$ cat src/rtl/reversible_pipelined_adder.sv
// Reversible (Peres-style) ripple adder split into PIPE_STAGES registered carry segments.
// Define REV_UNCOMPUTE_EN to add the mode port selecting the inverse S - A - cin.
module reversible_pipelined_adder #(
    parameter int WIDTH       = 8,
    parameter int PIPE_STAGES = 2,
    parameter int CNT_W       = 16
) (
    input  logic             clk,
    input  logic             rst_n,
    input  logic             in_valid,
    output logic             in_ready,
    input  logic [WIDTH-1:0] a_in,
    input  logic [WIDTH-1:0] b_in,
    input  logic             cin,
`ifdef REV_UNCOMPUTE_EN
    input  logic             mode,
`endif
    output logic             out_valid,
    input  logic             out_ready,
    output logic [WIDTH-1:0] a_out,
    output logic [WIDTH-1:0] b_out,
    output logic [WIDTH-1:0] sum,
    output logic             cout,
    output logic [CNT_W-1:0] op_count
);

    localparam int C = WIDTH / PIPE_STAGES;
    localparam int L = PIPE_STAGES - 1;

    logic                   run;
    logic                   mode_i;
    logic [PIPE_STAGES-1:0] vld;
    logic [PIPE_STAGES-1:0] ld;
    logic [PIPE_STAGES-1:0] rm;
    logic [PIPE_STAGES-1:0] rc;
    logic [WIDTH-1:0]       ra [PIPE_STAGES];
    logic [WIDTH-1:0]       rb [PIPE_STAGES];
    logic [WIDTH-1:0]       rs [PIPE_STAGES];

    logic [PIPE_STAGES-1:0] sv;
    logic [PIPE_STAGES-1:0] sm;
    logic [PIPE_STAGES-1:0] sc;
    logic [PIPE_STAGES-1:0] nc;
    logic [WIDTH-1:0]       sa [PIPE_STAGES];
    logic [WIDTH-1:0]       sb [PIPE_STAGES];
    logic [WIDTH-1:0]       ss [PIPE_STAGES];
    logic [WIDTH-1:0]       ns [PIPE_STAGES];

`ifdef REV_UNCOMPUTE_EN
    assign mode_i = mode;
`else
    assign mode_i = 1'b0;
`endif

    // Holds in_ready low until the first clock edge after reset release.
    always_ff @(posedge clk or negedge rst_n) begin
        if (!rst_n) begin
            run <= 1'b0;
        end else begin
            run <= 1'b1;
        end
    end

    always_comb begin
        ld = '0;
        ld[L] = !vld[L] || out_ready;
        for (int k = PIPE_STAGES - 2; k >= 0; k--) begin
            ld[k] = !vld[k] || ld[k+1];
        end
    end

    assign in_ready = ld[0] && run;

    // Inverse mode feeds ~cin as the initial carry; a is inverted per cell.
    always_comb begin
        sv[0] = in_valid && in_ready;
        sm[0] = mode_i;
        sc[0] = cin ^ mode_i;
        sa[0] = a_in;
        sb[0] = b_in;
        ss[0] = '0;
        for (int k = 1; k < PIPE_STAGES; k++) begin
            sv[k] = vld[k-1];
            sm[k] = rm[k-1];
            sc[k] = rc[k-1];
            sa[k] = ra[k-1];
            sb[k] = rb[k-1];
            ss[k] = rs[k-1];
        end
    end

    always_comb begin
        logic x;
        logic y;
        x = 1'b0;
        y = 1'b0;
        nc = '0;
        for (int k = 0; k < PIPE_STAGES; k++) begin
            ns[k] = ss[k];
            nc[k] = sc[k];
            for (int i = 0; i < C; i++) begin
                x = sa[k][k*C+i] ^ sm[k];
                y = sb[k][k*C+i];
                ns[k][k*C+i] = x ^ y ^ nc[k];
                nc[k] = (x & y) ^ (nc[k] & (x ^ y));
            end
        end
    end

    always_ff @(posedge clk or negedge rst_n) begin
        if (!rst_n) begin
            vld <= '0;
            rm  <= '0;
            rc  <= '0;
            for (int k = 0; k < PIPE_STAGES; k++) begin
                ra[k] <= '0;
                rb[k] <= '0;
                rs[k] <= '0;
            end
        end else begin
            for (int k = 0; k < PIPE_STAGES; k++) begin
                if (ld[k]) begin
                    vld[k] <= sv[k];
                    if (sv[k]) begin
                        rm[k] <= sm[k];
                        rc[k] <= nc[k];
                        ra[k] <= sa[k];
                        rb[k] <= sb[k];
                        rs[k] <= ns[k];
                    end
                end
            end
        end
    end

    always_ff @(posedge clk or negedge rst_n) begin
        if (!rst_n) begin
            op_count <= '0;
        end else if (out_valid && out_ready) begin
            op_count <= op_count + 1'b1;
        end
    end

    assign out_valid = vld[L];
    assign a_out     = ra[L];
    assign b_out     = rb[L];
    assign sum       = rs[L];
    assign cout      = rc[L] ^ rm[L];

endmodule

$ cat config.mk
export PLATFORM = sky130hd
export DESIGN_NAME = reversible_pipelined_adder
export DESIGN_NICKNAME = d
export VERILOG_FILES = /design/src/rtl/reversible_pipelined_adder.sv
export SDC_FILE = /design/constraint.sdc
export NUM_CORES = 1
export LEC_CHECK = 0
export CAP_MARGIN = 10
export CORE_MARGIN = 2
export CORE_UTILIZATION = 50
export CTS_CLUSTER_DIAMETER = 150
export DETAILED_ROUTE_END_ITERATION = 8
export GPL_ROUTABILITY_DRIVEN = 0
export PLACE_DENSITY = 0.79
export SYNTH_ARGS = -nofsm -noshare
export SYNTH_HDL_FRONTEND = slang
export SYNTH_SLANG_ARGS = --single-unit
$ cat constraint.sdc
create_clock -name clk -period 2.8 [get_ports clk]
set_clock_uncertainty 0.1 [all_clocks]
set_input_delay 0.56 -clock clk [delete_from_list [all_inputs] [get_ports clk]]
set_output_delay 0.56 -clock clk [all_outputs]
set_load 0.1 [all_outputs]
==> run_results.csv, run 1 <==
group,metric,value,unit
setup_path,worstSetupPathDepth,9,
detailed_routing,drt_first_iter_violations,72,
finish,layoutNonFillerInstCount,352,
setup_path,timing.critical_path.cells,"clkdlybuf4s50_1, inv_1, fa_1, inv_1, fa_1, fa_1, inv_1, fa_1, o21ai_0",
finish,multi_input_comb_area,0.00100,mm2
logic_synthesis,postSynthCellCount,220,
die,die-height,79.6,um
clock_tree,cts_tree,"built",
global_routing,grt_start_max_net_pins,39,
timing,timing.final.crit_period,2.57,ns
setup_path,critPathRequiredTime,2.95,ns
logic_synthesis,yosys.area.top_type,"sky130_fd_sc_hd__dfrtp_1",
logic_synthesis,postSynthNetCount,250,
clock_tree,clock_tree.root_cell,"sky130_fd_sc_hd__clkbuf_8",
logic_synthesis,synthTopCellsByCount,"sky130_fd_sc_hd__dfrtp_1 (65), sky130_fd_sc_hd__mux2_2 (33), sky130_fd_sc_hd__nand2_1 (20)",
timing,timing.fmax,389,MHz
setup_path,crit_top_cell,"sky130_fd_sc_hd__fa_1",
timing,timing.setup.tns,0,ns
job,cap_viol_max_count,0,
detailed_routing,vias,1691,
timing,setup_repair_after_global_routing_missed_its_margin,"no",
logic_synthesis,synth.cell_area,0.00286,mm2
power,design_power_total,0.00431,W
global_routing,antenna_found_initial,0,
die,num_rows,27,
finish,proportion_of_layout_cells_with_a_drive_suffix_above_1,36.4,%
die,floorplan.die.width,79.6,um
detailed_routing,wire_per_inst,14.2,um
logic_synthesis,synthesis.area_per_instance,13.0,um2
detailed_routing,via_per_inst,4.80,
logic_synthesis,synthTopCellsByArea,"sky130_fd_sc_hd__dfrtp_1 (57%), sky130_fd_sc_hd__mux2_2 (13%), sky130_fd_sc_hd__fa_1 (5.6%), sky130_fd_sc_hd__buf_4 (4.2%), sky130_fd_sc_hd__xnor2_1 (4.0%)",
global_routing,tot_gr_track_use,17.5,%
finish,nets,305,
logic_synthesis,synth.ff_latch_count,65,
timing,final_setup_violating_endpoints,0,
power,power_density,1200,mW/mm2
global_routing,first_global_vias,1653,
clock_tree,clock_sink_count,65,
clock_tree,clk_pin_slew,0.08,ns
setup_path,critical_path_sink,"ns[3]",
logic_synthesis,synth-warning-count,0,
detailed_routing,route.final.wire_length,4980,um
detailed_routing,dr.pass1.iters,4,
setup_path,rr_worst_depth,8,
setup_path,timing.critical_path.arrival,2.72,ns
global_routing,grt_overflow_total,0,
die,initial_utilization,51.9,%
logic_synthesis,synthDistinctLibCells,27,
power,peakVddDrop,0.000669,V
timing,finalHoldViolCount,0,
detailed_routing,drt.antenna.violating_nets,0,
setup_path,reg2reg_setup_slack,0.48,ns
clock_tree,clock_tree.buffer_depth,2,
placement,numPortBuffers,63,
timing,worst-slew-pin-transition,0.623,ns
setup_path,setup.worst_path.class,"in -> reg",
logic_synthesis,synth-seq-area-share,56.9,%
setup_path,timing.rr.end,"sum[7]",
setup_path,cp_max_fo,2,
clock_tree,cts_post_setup_buffers_inserted,0,
timing,post-route-worst-setup-slack,0.229,ns
clock_tree,cts_h_tree_depth,3,
timing,slew_violations,0,
logic_synthesis,synth_flop_cell,"sky130_fd_sc_hd__dfrtp_1",
setup_path,crit_path_start_kind,"input port",
clock_tree,quantity_of_gates_resized_following_cts,0,
die,dieArea,0.00634,mm2
detailed_routing,drt_drc_violations_left,0,
worst_hold_path,min_path_type,"in -> async",
timing,slew_headroom,58.5,%
timing,timing.final.crit_share,91.8,%
clock_tree,clock_insertion_delay_worst_skew,0.34,ns
power,leakage,1.70,nW
logic_synthesis,synth_top_area_share,56.9,%
logic_synthesis,synthMostInstantiatedCell,"sky130_fd_sc_hd__dfrtp_1",
finish,areaGrowthSynthToFinish,25.5,%
finish,fillCellCount,442,
clock_tree,cts_buffers,9,
finish,antennaDiodeCount,0,
setup_path,cp_launch_point,"b_in[0]",
setup_path,critPathTopFamily,"adder cells",
logic_synthesis,synth_edf_count,0,
status,run_status,"finished, final reports clean",
setup_path,timing.critical_path.to_type,"flip-flop",
die,placeableCoreArea,0.00551,mm2
placement,placed_cells,336,
setup_path,buf_inv_stages_crit_path,4,
finish,utilization,65.2,%
global_routing,grt_first_pass_wirelength,8090,um
placement,dpl.hpwl,3470,um
setup_path,critPathSlowestCell,"sky130_fd_sc_hd__fa_1",
finish,regArea,0.00163,mm2
setup_path,critPathMaxStageDelay,0.41,ns
setup_path,source_of_the_worst_register_to_register_timing_path,"rc[0]",
placement,detailedPlace.worstSlack,-0.0636,ns
clock_tree,holdBufCountCts,0,
die,design.portCount,64,
logic_synthesis,async_flop_share,100,%
[placed cells by master, fill, tap and decap left out, types with 2 or more instances in the layout]
cell type,netlist,final
sky130_fd_sc_hd__xor2_1,2,2
sky130_fd_sc_hd__xnor2_1,13,13
sky130_fd_sc_hd__dfrtp_1,65,65
sky130_fd_sc_hd__nand4_1,2,2
sky130_fd_sc_hd__clkinv_4,0,2
sky130_fd_sc_hd__nor2_1,3,3
sky130_fd_sc_hd__nand3_1,8,8
sky130_fd_sc_hd__bufinv_16,0,3
sky130_fd_sc_hd__o21ai_0,14,14
sky130_fd_sc_hd__buf_12,0,2
sky130_fd_sc_hd__fa_1,8,8
sky130_fd_sc_hd__clkbuf_8,0,10
sky130_fd_sc_hd__nand2_1,20,20
sky130_fd_sc_hd__inv_1,14,14
sky130_fd_sc_hd__buf_4,16,44
sky130_fd_sc_hd__clkdlybuf4s50_1,0,19
sky130_fd_sc_hd__mux2_2,33,33
sky130_fd_sc_hd__nand2b_1,2,2
sky130_fd_sc_hd__and3_1,2,2
sky130_fd_sc_hd__and2_1,2,2
[layout make-up]
cell class / instances / share of cell area [%]
Clock buffer: 10 / 3.84
Clock inverter: 6 / 3.21
Inverter: 14 / 1.46
Multi-Input combinational cell: 119 / 27.9
Sequential cell: 65 / 45.3
Tap cell: 72 / 2.51
Timing Repair Buffer: 66 / 15.8
[kinds of logic (layout without fill, tap and decap cells)]
kind of cell / Yosys count / count (layout) / synth area share (%)
multiplexers: 33 / 33 / 13.0
flip-flops: 65 / 65 / 56.9
other: 1 / 1 / 0.131
XOR/XNOR: 15 / 15 / 4.59
AND/OR/NAND/NOR: 47 / 47 / 8.79
AO/OA/AOI/OAI: 14 / 14 / 2.45
adder cells (fa/ha/maj): 9 / 9 / 6.04
buffers and inverters: 36 / 96 / 8.14
[state kept, by name, summed over array words and instances, names as in the netlist]
register,count
op_count,16
a_out,8
b_out,8
ra,8
rb,8
sum,8
ns,4
rc,2
vld,2
run,1
[how the worst min path moves through the flow]
| stage | depth (start not counted) | end |
|---|---|---|
| after floorplan | 0 | a_out[0] |
| after global placement | 2 | ns[3] |
| after detailed placement | 1 | op_count[15] |
| after CTS | 1 | op_count[7] |
| after global routing | 1 | op_count[11] |
| final | 1 | op_count[7] |
[layer usage]
layer  global-route usage (%)  routed length [um]  vias to the layer above
li1                         -                   -                      817
met1                     23.7                2210                      833
met2                     26.1                2480                       34
met3                     3.73                 194                        7
met4                     10.3                 100                        0
met5                        0                   0                        -
[worst reg2reg max path, stage by stage (launching register included)]
cell and delay, ns:
sky130_fd_sc_hd__dfrtp_1 0.40, sky130_fd_sc_hd__inv_1 0.10, sky130_fd_sc_hd__fa_1 0.17, sky130_fd_sc_hd__inv_1 0.05
sky130_fd_sc_hd__fa_1 0.39, sky130_fd_sc_hd__fa_1 0.38, sky130_fd_sc_hd__inv_1 0.09, sky130_fd_sc_hd__fa_1 0.41
sky130_fd_sc_hd__o21ai_0 0.16
[power breakdown]
part           switching, W  internal [W]  total (W)  leakage (nW)
Clock              0.000376      0.000619   0.000995         0.123
Combinational       0.00154      0.000446    0.00199         0.776
Sequential         0.000160       0.00117    0.00133         0.805
Total               0.00208       0.00223    0.00431          1.70
[through the flow]
step / hold slack, ns / instance area, um2
2_1_floorplan: 0.164 / 2860
3_3_place_gp: 0.359 / 3340
3_5_place_dp: 0.368 / 3340
4_1_cts: 0.156 / 3590
5_1_grt: 0.179 / 3590
6_report: 0.127 / 3590
(Power assumes the default switching activity.)
==> run 2: changes to the inputs <==
Settings changed: CORE_ASPECT_RATIO set to 0.6, CTS_CLUSTER_DIAMETER 150 to 30.
==> run_results.csv, run 2 (synthesis results as in run 1) <==
group,metric,value,unit
clock_tree,clk_pin_slew,0.07,ns
finish,antennaDiodeCount,0,
detailed_routing,wire_per_inst,14.5,um
finish,layoutNonFillerInstCount,360,
clock_tree,clock_insertion_delay_worst_skew,0.33,ns
timing,slew_violations,0,
timing,timing.final.crit_share,91.7,%
clock_tree,clock_tree.root_cell,"sky130_fd_sc_hd__clkbuf_8",
die,die-height,62.6,um
clock_tree,clock_sink_count,65,
clock_tree,cts_h_tree_depth,3,
finish,nets,306,
die,placeableCoreArea,0.00554,mm2
global_routing,tot_gr_track_use,18.7,%
die,design.portCount,64,
clock_tree,cts_buffers,9,
power,power_density,1180,mW/mm2
timing,timing.final.crit_period,2.57,ns
detailed_routing,drt_drc_violations_left,0,
timing,finalHoldViolCount,0,
clock_tree,holdBufCountCts,0,
setup_path,crit_path_start_kind,"input port",
setup_path,setup.worst_path.class,"in -> reg",
detailed_routing,drt.antenna.violating_nets,0,
setup_path,timing.critical_path.arrival,2.71,ns
status,run_status,"finished, final reports clean",
finish,most_flop_heavy_register,"op_count",
global_routing,grt_first_pass_wirelength,8760,um
timing,setup_repair_after_global_routing_missed_its_margin,"no",
setup_path,critPathTopFamily,"adder cells",
setup_path,crit_top_cell,"sky130_fd_sc_hd__fa_1",
die,initial_utilization,51.6,%
job,cap_viol_max_count,0,
placement,numPortBuffers,63,
detailed_routing,via_per_inst,4.78,
finish,multi_input_comb_area,0.00100,mm2
finish,regArea,0.00163,mm2
detailed_routing,vias,1722,
die,num_rows,21,
timing,post-route-worst-setup-slack,0.233,ns
setup_path,critPathSlowestCell,"sky130_fd_sc_hd__clkdlybuf4s50_1",
setup_path,critPathMaxStageDelay,0.40,ns
setup_path,critPathRequiredTime,2.94,ns
setup_path,cp_max_fo,2,
finish,proportion_of_layout_cells_with_a_drive_suffix_above_1,35.7,%
clock_tree,cts_post_setup_buffers_inserted,0,
worst_hold_path,min_path_type,"in -> async",
clock_tree,quantity_of_gates_resized_following_cts,0,
placement,placed_cells,345,
setup_path,timing.critical_path.cells,"clkdlybuf4s50_1, inv_1, fa_1, inv_1, fa_1, fa_1, inv_1, fa_1, o21ai_0",
global_routing,grt_start_max_net_pins,27,
power,leakage,1.69,nW
detailed_routing,route.final.wire_length,5220,um
global_routing,first_global_vias,1706,
finish,mostFrequentLayoutCell,"sky130_fd_sc_hd__dfrtp_1",
timing,slew_headroom,59.8,%
clock_tree,cts_tree,"built",
timing,worst-slew-pin-transition,0.602,ns
detailed_routing,dr.pass1.iters,4,
detailed_routing,drt_first_iter_violations,46,
finish,areaGrowthSynthToFinish,24.6,%
timing,final_setup_violating_endpoints,0,
placement,detailedPlace.worstSlack,-0.111,ns
power,peakVddDrop,0.000671,V
finish,final_cell_mix,"sky130_fd_sc_hd__dfrtp_1 (65), sky130_fd_sc_hd__buf_4 (45), sky130_fd_sc_hd__mux2_2 (33), sky130_fd_sc_hd__nand2_1 (20), sky130_fd_sc_hd__clkdlybuf4s50_1 (19)",
global_routing,antenna_found_initial,0,
finish,largest_register_ffs,16,
timing,timing.fmax,390,MHz
setup_path,timing.critical_path.to_type,"flip-flop",
die,floorplan.die.width,102,um
placement,dpl.hpwl,3830,um
clock_tree,clock_tree.buffer_depth,2,
die,dieArea,0.00636,mm2
finish,fillCellCount,436,
global_routing,grt_overflow_total,0,
setup_path,buf_inv_stages_crit_path,4,
-- run 2: changes by cell type in the layout (fill, tap and decap cells not counted) --
cell,before,now
sky130_fd_sc_hd__bufinv_16,3,2
sky130_fd_sc_hd__clkinv_4,2,0
sky130_fd_sc_hd__buf_4,44,45
sky130_fd_sc_hd__clkinv_2,0,1
sky130_fd_sc_hd__clkinvlp_4,1,0
sky130_fd_sc_hd__clkbuf_1,0,2
-- run 2: worst reg2reg max path: stages (launching register included) --
cell,delay [ns]
sky130_fd_sc_hd__dfrtp_1,0.39
sky130_fd_sc_hd__inv_1,0.10
sky130_fd_sc_hd__fa_1,0.19
sky130_fd_sc_hd__inv_1,0.05
sky130_fd_sc_hd__fa_1,0.40
sky130_fd_sc_hd__fa_1,0.37
sky130_fd_sc_hd__inv_1,0.07
sky130_fd_sc_hd__fa_1,0.40
sky130_fd_sc_hd__o21ai_0,0.18
-- run 2: path summary, 6_finish.rpt --
kind / startpoint / to / slack, ns / depth (start not counted)
setup / recovery: b_in[0] / ns[3] / 0.23 / 9
hold / removal: rst_n / run / 0.11 / 1
setup reg to reg: rc[0] / sum[7] / 0.47 / 8
hold reg to reg: rb[11] / rb[11] / 0.38 / 2
max in group asynchronous: rst_n / op_count[13] / 1.84 / 2
min in group clk: rb[11] / rb[11] / 0.38 / 2
-- run 2: per-stage QoR --
| step | setup TNS (ns) | total power, W | hold WS [ns] | util [%] | area, um2 |
|---|---|---|---|---|---|
| 3_5_place_dp | -0.111 | 0.00337 | 0.366 | 60.5 | 3350 |
| 5_1_grt | 0 | 0.00437 | 0.129 | 64.3 | 3560 |
| 2_1_floorplan | 0 | 0.00302 | 0.164 | - | 2860 |
| 3_3_place_gp | -0.0568 | 0.00333 | 0.360 | 60.5 | 3350 |
| 6_report | 0 | 0.00419 | 0.113 | 64.3 | 3560 |
| 4_1_cts | 0 | 0.00423 | 0.123 | 64.3 | 3560 |
-- run 2: area by class of cell --
type,instances,share of cell area [%]
multi-input combinational,119,28.1
tap,80,2.81
sequential,65,45.6
inverter,14,1.47
clock buffer,12,4.07
timing repair buffer,67,16.1
clock inverter,3,1.83
-- run 2: per-layer routing --
| metal | GRT usage [%] | share of wire, % | vias up |
|---|---|---|---|
| li1 | - | - | 819 |
| met1 | 27.7 | 50 | 866 |
| met2 | 25.2 | 44 | 32 |
| met3 | 7.94 | 4.8 | 5 |
| met4 | 4.56 | 0.88 | 0 |
| met5 | 0 | 0 | - |
-- run 2: power breakdown --
| group | leakage [nW] | switching, W | internal (W) | total [W] |
|---|---|---|---|---|
| clock network | 0.106 | 0.000331 | 0.000520 | 0.000851 |
| registers | 0.805 | 0.000165 | 0.00117 | 0.00134 |
| logic | 0.781 | 0.00155 | 0.000450 | 0.00200 |
| total | 1.69 | 0.00205 | 0.00214 | 0.00419 |
